[src/rtl/decode_scoreboard.sv]
// rtl/decode_scoreboard.sv - decode register scoreboard, hazard stall and watchdog; optional SCOREBOARD_WB_BYPASS_EN
module decode_scoreboard #(
    parameter int STALL_MAX = 64,
    parameter int CNT_W     = 7
) (
    input  logic        CLK,
    input  logic        RST_N,
    input  logic        DE_V,
    input  logic [31:0] DE_IR,
    input  logic        WB_V,
    input  logic [4:0]  WB_RD,
    input  logic        FLUSH,
    output logic        DE_STALL,
    output logic        DE_ISSUE,
    output logic [31:0] BUSY_MASK,
    output logic [5:0]  PEND_CNT,
    output logic        HANG
);

    logic [6:0]       op;
    logic [4:0]       rd;
    logic [4:0]       rs1;
    logic [4:0]       rs2;
    logic             use_rs1;
    logic             use_rs2;
    logic             wr_rd;
    logic [31:0]      wb_mask;
    logic [31:0]      busy_eff;
    logic             hazard;
    logic             do_set;
    logic             do_clr;
    logic [31:0]      busy_next;
    logic [5:0]       pend_next;
    logic [CNT_W-1:0] stall_cnt;
    logic [CNT_W-1:0] cnt_next;
    logic             unused_ir;

    assign op  = DE_IR[6:0];
    assign rd  = DE_IR[11:7];
    assign rs1 = DE_IR[19:15];
    assign rs2 = DE_IR[24:20];

    // funct3/funct7 do not affect register usage
    assign unused_ir = ^{DE_IR[31:25], DE_IR[14:12]};

    // Opcode class: which source fields are read and whether rd is written
    always_comb begin
        use_rs1 = 1'b0;
        use_rs2 = 1'b0;
        wr_rd   = 1'b0;
        case (op)
            7'b0110011: begin
                use_rs1 = 1'b1;
                use_rs2 = 1'b1;
                wr_rd   = 1'b1;
            end
            7'b0100011, 7'b1100011: begin
                use_rs1 = 1'b1;
                use_rs2 = 1'b1;
            end
            7'b0010011, 7'b0000011, 7'b1100111: begin
                use_rs1 = 1'b1;
                wr_rd   = 1'b1;
            end
            7'b0110111, 7'b0010111, 7'b1101111: begin
                wr_rd   = 1'b1;
            end
            default: begin
            end
        endcase
    end

    assign wb_mask = WB_V ? (32'd1 << WB_RD) : 32'd0;

`ifdef SCOREBOARD_WB_BYPASS_EN
    // A same-cycle writeback already satisfies the dependency (write-through regfile)
    assign busy_eff = BUSY_MASK & ~wb_mask;
`else
    assign busy_eff = BUSY_MASK;
`endif

    assign hazard = (use_rs1 & busy_eff[rs1])
                  | (use_rs2 & busy_eff[rs2])
                  | (wr_rd & (rd != 5'd0) & busy_eff[rd]);

    assign DE_STALL = DE_V &  hazard & ~FLUSH;
    assign DE_ISSUE = DE_V & ~hazard & ~FLUSH;

    // Set is applied after clear so a same-register set/clear leaves the bit set
    always_comb begin
        do_set    = DE_ISSUE & wr_rd & (rd != 5'd0);
        do_clr    = WB_V & BUSY_MASK[WB_RD];
        busy_next = BUSY_MASK;
        if (do_clr) begin
            busy_next = busy_next & ~wb_mask;
        end
        if (do_set) begin
            busy_next = busy_next | (32'd1 << rd);
        end
        busy_next[0] = 1'b0;
        pend_next    = PEND_CNT + {5'd0, do_set} - {5'd0, do_clr};
    end

    // Consecutive-stall counter, saturating at STALL_MAX
    always_comb begin
        cnt_next = '0;
        if (DE_STALL) begin
            if (stall_cnt >= CNT_W'(STALL_MAX)) begin
                cnt_next = stall_cnt;
            end else begin
                cnt_next = stall_cnt + CNT_W'(1);
            end
        end
    end

    // Scoreboard state, pending count and watchdog flag
    always_ff @(posedge CLK or negedge RST_N) begin
        if (!RST_N) begin
            BUSY_MASK <= '0;
            PEND_CNT  <= '0;
            stall_cnt <= '0;
            HANG      <= 1'b0;
        end else begin
            BUSY_MASK <= busy_next;
            PEND_CNT  <= pend_next;
            stall_cnt <= cnt_next;
            HANG      <= (cnt_next == CNT_W'(STALL_MAX));
        end
    end

endmodule

[config.mk]
export PLATFORM = sky130hd
export DESIGN_NAME = decode_scoreboard
export DESIGN_NICKNAME = d
export VERILOG_FILES = /design/src/rtl/decode_scoreboard.sv
export SDC_FILE = /design/constraint.sdc
export NUM_CORES = 1
export LEC_CHECK = 0
export CORE_ASPECT_RATIO = 0.7
export CORE_MARGIN = 2
export CORE_UTILIZATION = 55
export DETAILED_ROUTE_END_ITERATION = 8
export GPL_ROUTABILITY_DRIVEN = 0
export PLACE_DENSITY_LB_ADDON = 0.12
export RECOVER_POWER = 100
export SYNTH_ARGS = -nofsm -noshare
export SYNTH_HDL_FRONTEND = slang
export SYNTH_SLANG_ARGS = --single-unit
[constraint.sdc]
create_clock -name CLK -period 9.2 [get_ports CLK]
set_input_delay 1.38 -clock CLK [delete_from_list [all_inputs] [get_ports CLK]]
set_output_delay 1.38 -clock CLK [all_outputs]
set_load 0.02 [all_outputs]
==> impl_metrics.ini, run 1 <==
[run_status]
outcome = complete, but fails checks
violations = DRC, capacitance limit, slew limit

[clock_network]
post-cts-setup-buffers = 0
cts-root-buf = clkbuf_8
htreeDepth = 2
cts_tree = done
cts_sinks = 45
clk_latency_ps = 300
cts-hold-fix-buffers = 0
cts_resized = 0
cts.clk_slew.worst_paths_ps = 80
clk_path_buf_depth = 2
cts_buffers = 5

[timing]
slew_viol_final = 89
relSlewSlack_pct = -62.7
setup_viol = 0
post-route-min-period_ps = 7150
rsz0062_at_grt = false
skew_ps = 7.47
fmax_mhz = 140
hold_viol_final = 0
fin_crit_sh_pct = 77.7
setup-tns-final_ps = 0
worst_slew_pin_slew_ps = 2440

[floorplan]
core_sq_um = 6220
boundaryPins = 83
start_util_pct = 56.8
rows = 24
dieArea_sq_um = 7080
die_width_microns = 99.7
die_h_microns = 71.0

[min_path]
worstHoldStart = PEND_CNT[0]
holdPathEnd = PEND_CNT[0]
holdCritPathClass = register to register
hold_depth = 1

[detailed_routing]
firstDrtPassIters = 9
routed_wl_mm = 10.7
vias = 3320
vias_per_cell = 6.95
routedWlPerCell_microns = 22.4
ant_nets = 0
drc = 1
drt_iter0_markers = 533

[critical_path]
path_max_fanout = 42
critPathLaunchType = input pin
reg2reg_from = BUSY_MASK[7]
r2r_cells = 15
crit_arrival_ps = 5770
endpoint_kind = output port
crit_type = input pin to output port
ff2ff_setup_slack_ps = 4610
r2r_end = PEND_CNT[4]
required_ps = 7820

[yosys]
syn_area_sq_um = 3530
synthCells = 348
yosysSeqAreaShare_pct = 31.9
synth_fp_nets = 399
synth-edff-count = 0
synthArstFlopShare_pct = 100
synth_common_cells = dfrtp_1, o21ai_0, mux2i_1, mux4_2, o41ai_1
ys.flop_type = dfrtp_1
synth.distinct_cells = 51
yosys.area.top_type = dfrtp_1
yosysTopAreaCellShare_pct = 31.9
ys_ff_latch = 45
netlist_top_cells_area = dfrtp_1, mux4_2, o21ai_0, mux2i_1, o41ai_1
synth.avg_cell_area_sq_um = 10.1
yosys_warnings = 0

[power]
ir_worst_vdd_mv = 0.0907
power_frac_seq_pct = 41.2
swShare_pct = 35.3
power_switching_uw = 202
p_int_uw = 370
p_clk_share_pct = 21.7
powerDensity_nw_per_um2 = 135
total_power_uw = 572
pwr-share-comb_pct = 37.2
p_leak_uw = 0.00185

[grt]
grt_use_total_pct = 30.6
grt-ovfl-total = 0
grt_first_pass_wirelength_mm = 16.8
grt_start_max_net_pins = 46
grt_antenna_before_repair = 0
first_global_vias = 3134

[layout]
nets = 451
fill_cells = 473
multiInputGateArea_sq_um = 2180
seq_area_sq_um = 1130
drive_above_1_share_pct = 8.00
diodes = 0
area_delta_synth_final_pct = 20.5

[place]
dpl.hpwl_mm = 7.70
port_buffers = 71

[run]
drv_cap = 2
[through the flow]
stage                     util, %  hold WS, ps  area (sq um)  std cells  setup slack (ps)
after floorplan                 -          621          3530        348              4380
after global placement       67.6          500          4200        471              2780
after detailed placement     67.6          499          4200        471              2770
after CTS                    68.9          516          4280        478              2740
after global routing         68.4          542          4250        478              1810
final                        68.4          504          4250        478              2050
[worst max-delay path: stages]
cell and delay (ps):
dlygate4sd3_1 1000, mux2i_1 160, mux4_2 490, nor3b_1 140, a2111oi_0 400, a311o_1 1230, and2_1 250, dlygate4sd3_1 670
[state kept, by name, indices dropped and copies added (netlist names)]
| signal | count |
|---|---|
| PEND_CNT | 6 |
| stall_cnt | 7 |
| HANG | 1 |
| BUSY_MASK | 31 |
[how the worst max path moves through the flow]
stage	startpoint	to	slack (ps)
2_1_floorplan	DE_IR[16]	DE_ISSUE	4380
3_3_place_gp	DE_IR[7]	DE_ISSUE	2780
3_5_place_dp	DE_IR[7]	DE_ISSUE	2770
4_1_cts	DE_IR[7]	DE_ISSUE	2740
5_1_grt	DE_IR[21]	DE_STALL	1810
6_report	DE_IR[21]	DE_STALL	2050
[routing by layer]
layer / up-vias / wire length [microns] / track usage [%]
met5: - / 0 / 0
met4: 0 / 251 / 6.70
met3: 42 / 1540 / 8.79
met2: 243 / 4410 / 42.5
met1: 1593 / 4520 / 47.5
li1: 1442 / - / -
[cells by family (layout without fill, tap and decap cells)]
logic type / after synthesis / count (layout) / synth area share [%]
simple gates: 99 / 99 / 15.7
compound gates: 95 / 95 / 18.4
mux: 48 / 48 / 22.6
flops: 45 / 45 / 31.9
buf+inv: 41 / 93 / 5.43
xor+xnor: 10 / 10 / 2.48
fa+ha+maj: 9 / 9 / 3.40
other cells: 1 / 1 / 0.106
[placed cells by master (no fill, tap or decap), drive strengths merged, types with 5 or more instances in the layout]
cell           instances
inv                   15
clkbuf                 6
o21ai                 45
nand3                 14
ha                     8
mux4                  24
xnor2                  7
dlygate4sd3           42
dfrtp                 45
nand2                 15
nand2b                 8
or3                   14
clkdlybuf4s50         28
nand3b                 5
a21oi                  8
o41ai                 21
nor2b                  9
mux2i                 21
nor2                  11
and3                   9
[power groups by stage]
stage          clock network (uW)  logic [uW]  registers [uW]
6_report                      124         213             236
5_1_grt                       133         234             239
4_1_cts                       125         219             236
3_5_place_dp                    0         217             240
3_3_place_gp                    0         211             238
2_1_floorplan                   0         122             255
[area by class of cell]
cell class                      count  area share, %
Inverter                           14           1.24
Sequential cell                    45           26.5
Tap cell                           78           2.30
Timing Repair Buffer               72           16.8
Clock buffer                        5           1.62
Multi-Input combinational cell    262           51.3
Clock inverter                      2          0.324
(Power assumes the default switching activity.)
==> inputs of run 2 (changes only) <==
--- a/config.mk
+++ b/config.mk
@@ -7,7 +7,7 @@
 export LEC_CHECK = 0
 export CORE_ASPECT_RATIO = 0.7
 export CORE_MARGIN = 2
-export CORE_UTILIZATION = 55
+export CORE_UTILIZATION = 51
 export DETAILED_ROUTE_END_ITERATION = 8
 export GPL_ROUTABILITY_DRIVEN = 0
 export PLACE_DENSITY_LB_ADDON = 0.12
==> constraint.sdc (replaced) <==
create_clock -name CLK -period 7.1 [get_ports CLK]
set_input_delay 1.065 -clock CLK [delete_from_list [all_inputs] [get_ports CLK]]
set_output_delay 1.065 -clock CLK [all_outputs]
set_load 0.02 [all_outputs]
==> impl_metrics.ini, run 2 (synthesized netlist as in run 1, its figures left out) <==
[power]
p_int_uw = 519
powerDensity_nw_per_um2 = 181
p_clk_share_pct = 26.1
p_leak_uw = 0.00187
total_power_uw = 783
pwr-share-comb_pct = 35.1
power_frac_seq_pct = 38.8
ir_worst_vdd_mv = 0.146
swShare_pct = 33.7
power_switching_uw = 264

[min_path]
holdCritPathClass = register to register

[place]
dpl.hpwl_mm = 7.87
post_dp_cell_area_sq_um = 4230
port_buffers = 71

[timing]
setup-tns-final_ps = 0
hold_viol_final = 0
relSlewSlack_pct = -61.9
fmax_mhz = 169
slew_viol_final = 46
post-route-min-period_ps = 5910
setup_viol = 0
rsz0062_at_grt = false
worst_slew_pin_slew_ps = 2430
skew_ps = 12.3
fin_crit_sh_pct = 83.2

[layout]
diodes = 0
reg.largest.list = BUSY_MASK: 31 flops, stall_cnt: 7 flops, PEND_CNT: 6 flops
largest_reg_flops = 31
regMostFlops = BUSY_MASK
drive_above_1_share_pct = 8.71
area_delta_synth_final_pct = 22.6
fill_cells = 555
layout_common_cells = dfrtp_1, o21ai_0, dlygate4sd3_1, clkdlybuf4s50_1
finalInstanceArea_sq_um = 4320
nets = 452

[clock_network]
clk_latency_ps = 300
cts_tree = done
cts_buffers = 5
cts-hold-fix-buffers = 0
cts_resized = 0
clk_path_buf_depth = 2
cts_sinks = 45
cts-root-buf = clkbuf_8
cts.clk_slew.worst_paths_ps = 90
post-cts-setup-buffers = 0
htreeDepth = 2

[floorplan]
dieArea_sq_um = 7610
start_util_pct = 52.5
core_sq_um = 6730
boundaryPins = 83
die_h_microns = 73.6
rows = 25
die_width_microns = 103

[detailed_routing]
drc = 0
firstDrtPassIters = 8
vias = 3329
routedWlPerCell_microns = 21.8
drt_iter0_markers = 321
routed_wl_mm = 10.8
ant_nets = 0
vias_per_cell = 6.71

[critical_path]
r2r_cells = 15
startpoint = DE_IR[21]
required_ps = 6030
crit_arrival_ps = 4840
path_max_fanout = 42
crit_type = input pin to output port
endpoint_kind = output port
reg2reg_from = BUSY_MASK[21]
critPathLaunchType = input pin
r2r_end = PEND_CNT[4]
ff2ff_setup_slack_ps = 2970
crit_end = DE_STALL

[grt]
grt_start_max_net_pins = 46
first_global_vias = 3159
grt_use_total_pct = 29.5
grt-ovfl-total = 0
grt_antenna_before_repair = 0
grt_first_pass_wirelength_mm = 16.9

[run]
drv_cap = 1

[run_status]
violations = capacitance limit, slew limit
outcome = complete, but fails checks
[run 2: worst min-delay path by stage]
stage	startpoint	to	slack, ps	cells after the start
floorplan	stall_cnt[4]	HANG	620	2
global placement	PEND_CNT[0]	PEND_CNT[0]	490	1
detailed placement	PEND_CNT[0]	PEND_CNT[0]	530	1
CTS	PEND_CNT[0]	PEND_CNT[0]	550	1
global route	PEND_CNT[0]	PEND_CNT[0]	560	1
finish	PEND_CNT[0]	PEND_CNT[0]	540	1
[run 2: power by group through the flow]
stage	clock (uW)	sequential [uW]	combinational, uW
4_1_cts	205	305	284
3_3_place_gp	0	308	273
2_1_floorplan	0	330	159
6_report	205	304	275
5_1_grt	216	307	301
3_5_place_dp	0	310	282
[run 2: area by class of cell]
class | count | area (sq um) | area share, %
repair buffers | 73 | 719 | 16.6
clock buffers | 5 | 68.8 | 1.59
well taps | 94 | 118 | 2.72
flip-flops and latches | 45 | 1130 | 26.0
clock inverters | 3 | 50.0 | 1.16
inverters | 14 | 52.6 | 1.22
multi-input cells | 262 | 2190 | 50.6
[run 2: routing by layer]
metal | share of wire (%) | vias up | routed length (microns) | global-route usage (%)
met2 | 43 | 223 | 4610 | 41.9
li1 | - | 1439 | - | -
met3 | 12 | 26 | 1320 | 8.09
met1 | 43 | 1641 | 4710 | 44.7
met5 | 0 | - | 0 | 0
met4 | 1.9 | 0 | 204 | 7.31
[run 2: through the flow]
step / util [%] / std cells / hold slack (ps) / setup WS, ps
after CTS: 64.6 / 496 / 552 / 1550
after floorplan: - / 348 / 621 / 2710
final: 64.3 / 496 / 544 / 1190
after global routing: 64.3 / 496 / 564 / 950
after detailed placement: 62.9 / 488 / 531 / 1490
after global placement: 62.9 / 488 / 490 / 1580
[run 2: critical path, stage by stage]
cell           delay (ps)
dlygate4sd3_1        1040
mux2i_1               160
mux4_2                500
nor3b_1               150
a2111oi_0             510
a311o_4               530
and2_1                190
dlygate4sd3_1         670
==> inputs of run 3 (changes only) <==
--- a/config.mk
+++ b/config.mk
@@ -7,7 +7,7 @@
 export LEC_CHECK = 0
 export CORE_ASPECT_RATIO = 0.7
 export CORE_MARGIN = 2
-export CORE_UTILIZATION = 51
+export CORE_UTILIZATION = 46
 export DETAILED_ROUTE_END_ITERATION = 8
 export GPL_ROUTABILITY_DRIVEN = 0
 export PLACE_DENSITY_LB_ADDON = 0.12
==> constraint.sdc (replaced) <==
create_clock -name CLK -period 4.8 [get_ports CLK]
set_input_delay 0.72 -clock CLK [delete_from_list [all_inputs] [get_ports CLK]]
set_output_delay 0.72 -clock CLK [all_outputs]
set_load 0.02 [all_outputs]
==> impl_metrics.ini, run 3 (synthesized netlist as in run 1, its figures left out) <==
[grt]
busiest_layer = met1
grt_start_max_net_pins = 46
grt_first_pass_wirelength_mm = 17.7
met2_usage_pct = 38.1
met1_usage_pct = 42.6
grt_antenna_before_repair = 0
grt-ovfl-total = 0
grt_use_total_pct = 27.8
first_global_vias = 3165
gr-usage-met3_pct = 9.61

[layout]
drive_above_1_share_pct = 11.6
finalInstanceArea_sq_um = 4430
largest_reg_flops = 31
area_delta_synth_final_pct = 25.6
reg.largest.list = BUSY_MASK: 31 flops, stall_cnt: 7 flops, PEND_CNT: 6 flops
regMostFlops = BUSY_MASK
fill_cells = 641
fin_util_pct = 60.3
layout_common_cells = dfrtp_1, o21ai_0, dlygate4sd3_1, clkdlybuf4s50_1
diodes = 0
nets = 465

[clock_network]
clk_latency_ps = 310
cts.clk_slew.worst_paths_ps = 80
cts_sinks = 45
clk_path_buf_depth = 2
cts_buffers = 5
cts-root-buf = clkbuf_8
cts-hold-fix-buffers = 0
post-cts-setup-buffers = 0
htreeDepth = 2
cts_tree = done

[place]
dpl.hpwl_mm = 8.31
post_dp_cell_area_sq_um = 4330
port_buffers = 71

[critical_path]
crit_arrival_ps = 3810
critPathMaxStageDelay_ps = 630
required_ps = 4080
crit_type = input pin to output port
cp_slowest_cell = clkdlybuf4s50_1
crit_buf_inv = 3
critPathLaunchType = input pin
cp_top_family = buffers and inverters
cpMostUsedCell = clkdlybuf4s50_1
endpoint_kind = output port
path_max_fanout = 40
cp_cell_sequence = clkdlybuf4s50_1 -> mux4_2 -> mux2i_1 -> and3_1 -> nor4_1 -> a311o_4 -> buf_4 -> and2_1 -> clkdlybuf4s50_1

[timing]
relSlewSlack_pct = -62.2
post-route-min-period_ps = 4530
rsz0062_at_grt = false
skew_ps = 8.27
slew_viol_final = 46
fin_crit_sh_pct = 94.4
hold_viol_final = 0
setup_viol = 0
fmax_mhz = 221
worst_slew_pin_slew_ps = 2430

[detailed_routing]
routedWlPerCell_microns = 22.2
drt_iter0_markers = 365
routed_wl_mm = 11.4
vias_per_cell = 6.61
drc = 0
vias = 3391
ant_nets = 0
firstDrtPassIters = 5

[power]
ir_worst_vdd_mv = 0.241
powerDensity_nw_per_um2 = 264
power_frac_seq_pct = 38.4
swShare_pct = 32.6
power_switching_uw = 381
pwr-share-comb_pct = 35.7
p_leak_uw = 0.00194
p_int_uw = 789
total_power_uw = 1170
p_clk_share_pct = 25.9

[min_path]
holdCritPathClass = register to register

[floorplan]
start_util_pct = 48.0
die_h_microns = 77.3
core_sq_um = 7350
rows = 26
boundaryPins = 83
die_width_microns = 109
dieArea_sq_um = 8400

[run_status]
outcome = complete, but fails checks
violations = capacitance limit, slew limit

[run]
drv_cap = 1
[run 3: metrics by stage]
step / TNS, ps / setup slack [ps] / instances / hold WS (ps)
3_5_place_dp: -27.0 / -27.0 / 505 / 529
2_1_floorplan: 0 / 756 / 348 / 424
5_1_grt: 0 / 73.1 / 513 / 561
4_1_cts: 0 / 81.7 / 513 / 548
6_report: 0 / 268 / 513 / 538
3_3_place_gp: 0 / 61.5 / 505 / 498
[run 3: metal layers]
| layer | up-vias | share of wire [%] |
|---|---|---|
| met5 | - | 0 |
| met2 | 269 | 42 |
| met4 | 0 | 1.4 |
| met3 | 32 | 14 |
| li1 | 1476 | - |
| met1 | 1614 | 42 |
[run 3: worst paths after layout]
path                       cells past startpoint           from             to  slack [ps]
hold reg to reg                                1    PEND_CNT[0]    PEND_CNT[0]         540
min in group asynchronous                      1          RST_N  BUSY_MASK[20]        1150
hold / removal                                 1    PEND_CNT[0]    PEND_CNT[0]         540
setup / recovery                               9      DE_IR[15]       DE_STALL         270
setup reg to reg                              15  BUSY_MASK[18]    PEND_CNT[4]         870
max in group asynchronous                      1          RST_N   stall_cnt[6]        2260
[run 3: power by group through the flow]
stage | combinational, uW | sequential [uW] | clock (uW)
after floorplan | 234 | 488 | 0
after global placement | 418 | 458 | 0
after detailed placement | 429 | 459 | 0
after CTS | 431 | 451 | 304
after global routing | 459 | 455 | 325
final | 417 | 449 | 303
[run 3: final cells by class]
type | count | area (sq um) | share of cell area, %
Clock inverter | 1 | 30.0 | 0.677
Tap cell | 98 | 123 | 2.77
Inverter | 14 | 52.6 | 1.19
Multi-Input combinational cell | 262 | 2200 | 49.5
Clock buffer | 7 | 86.3 | 1.95
Timing Repair Buffer | 86 | 820 | 18.5
Sequential cell | 45 | 1130 | 25.4
[run 3: what timing repair did]
action / 4_1_cts / 5_1_grt
gates resized for setup: 0 / 1
endpoints found under the hold margin: 0 / 0
endpoints found under the setup margin: 0 / 2
[run 3: worst register-to-register path, stage by stage (launching register included)]
cell	delay [ps]
dfrtp_1	480
mux4_1	540
mux4_2	530
nor2_1	120
nor4_1	70
a311o_4	340
or3_1	360
ha_1	310
inv_1	70
ha_1	180
inv_1	60
fa_1	410
inv_1	70
a21o_1	100
a21oi_1	70
xnor2_1	120
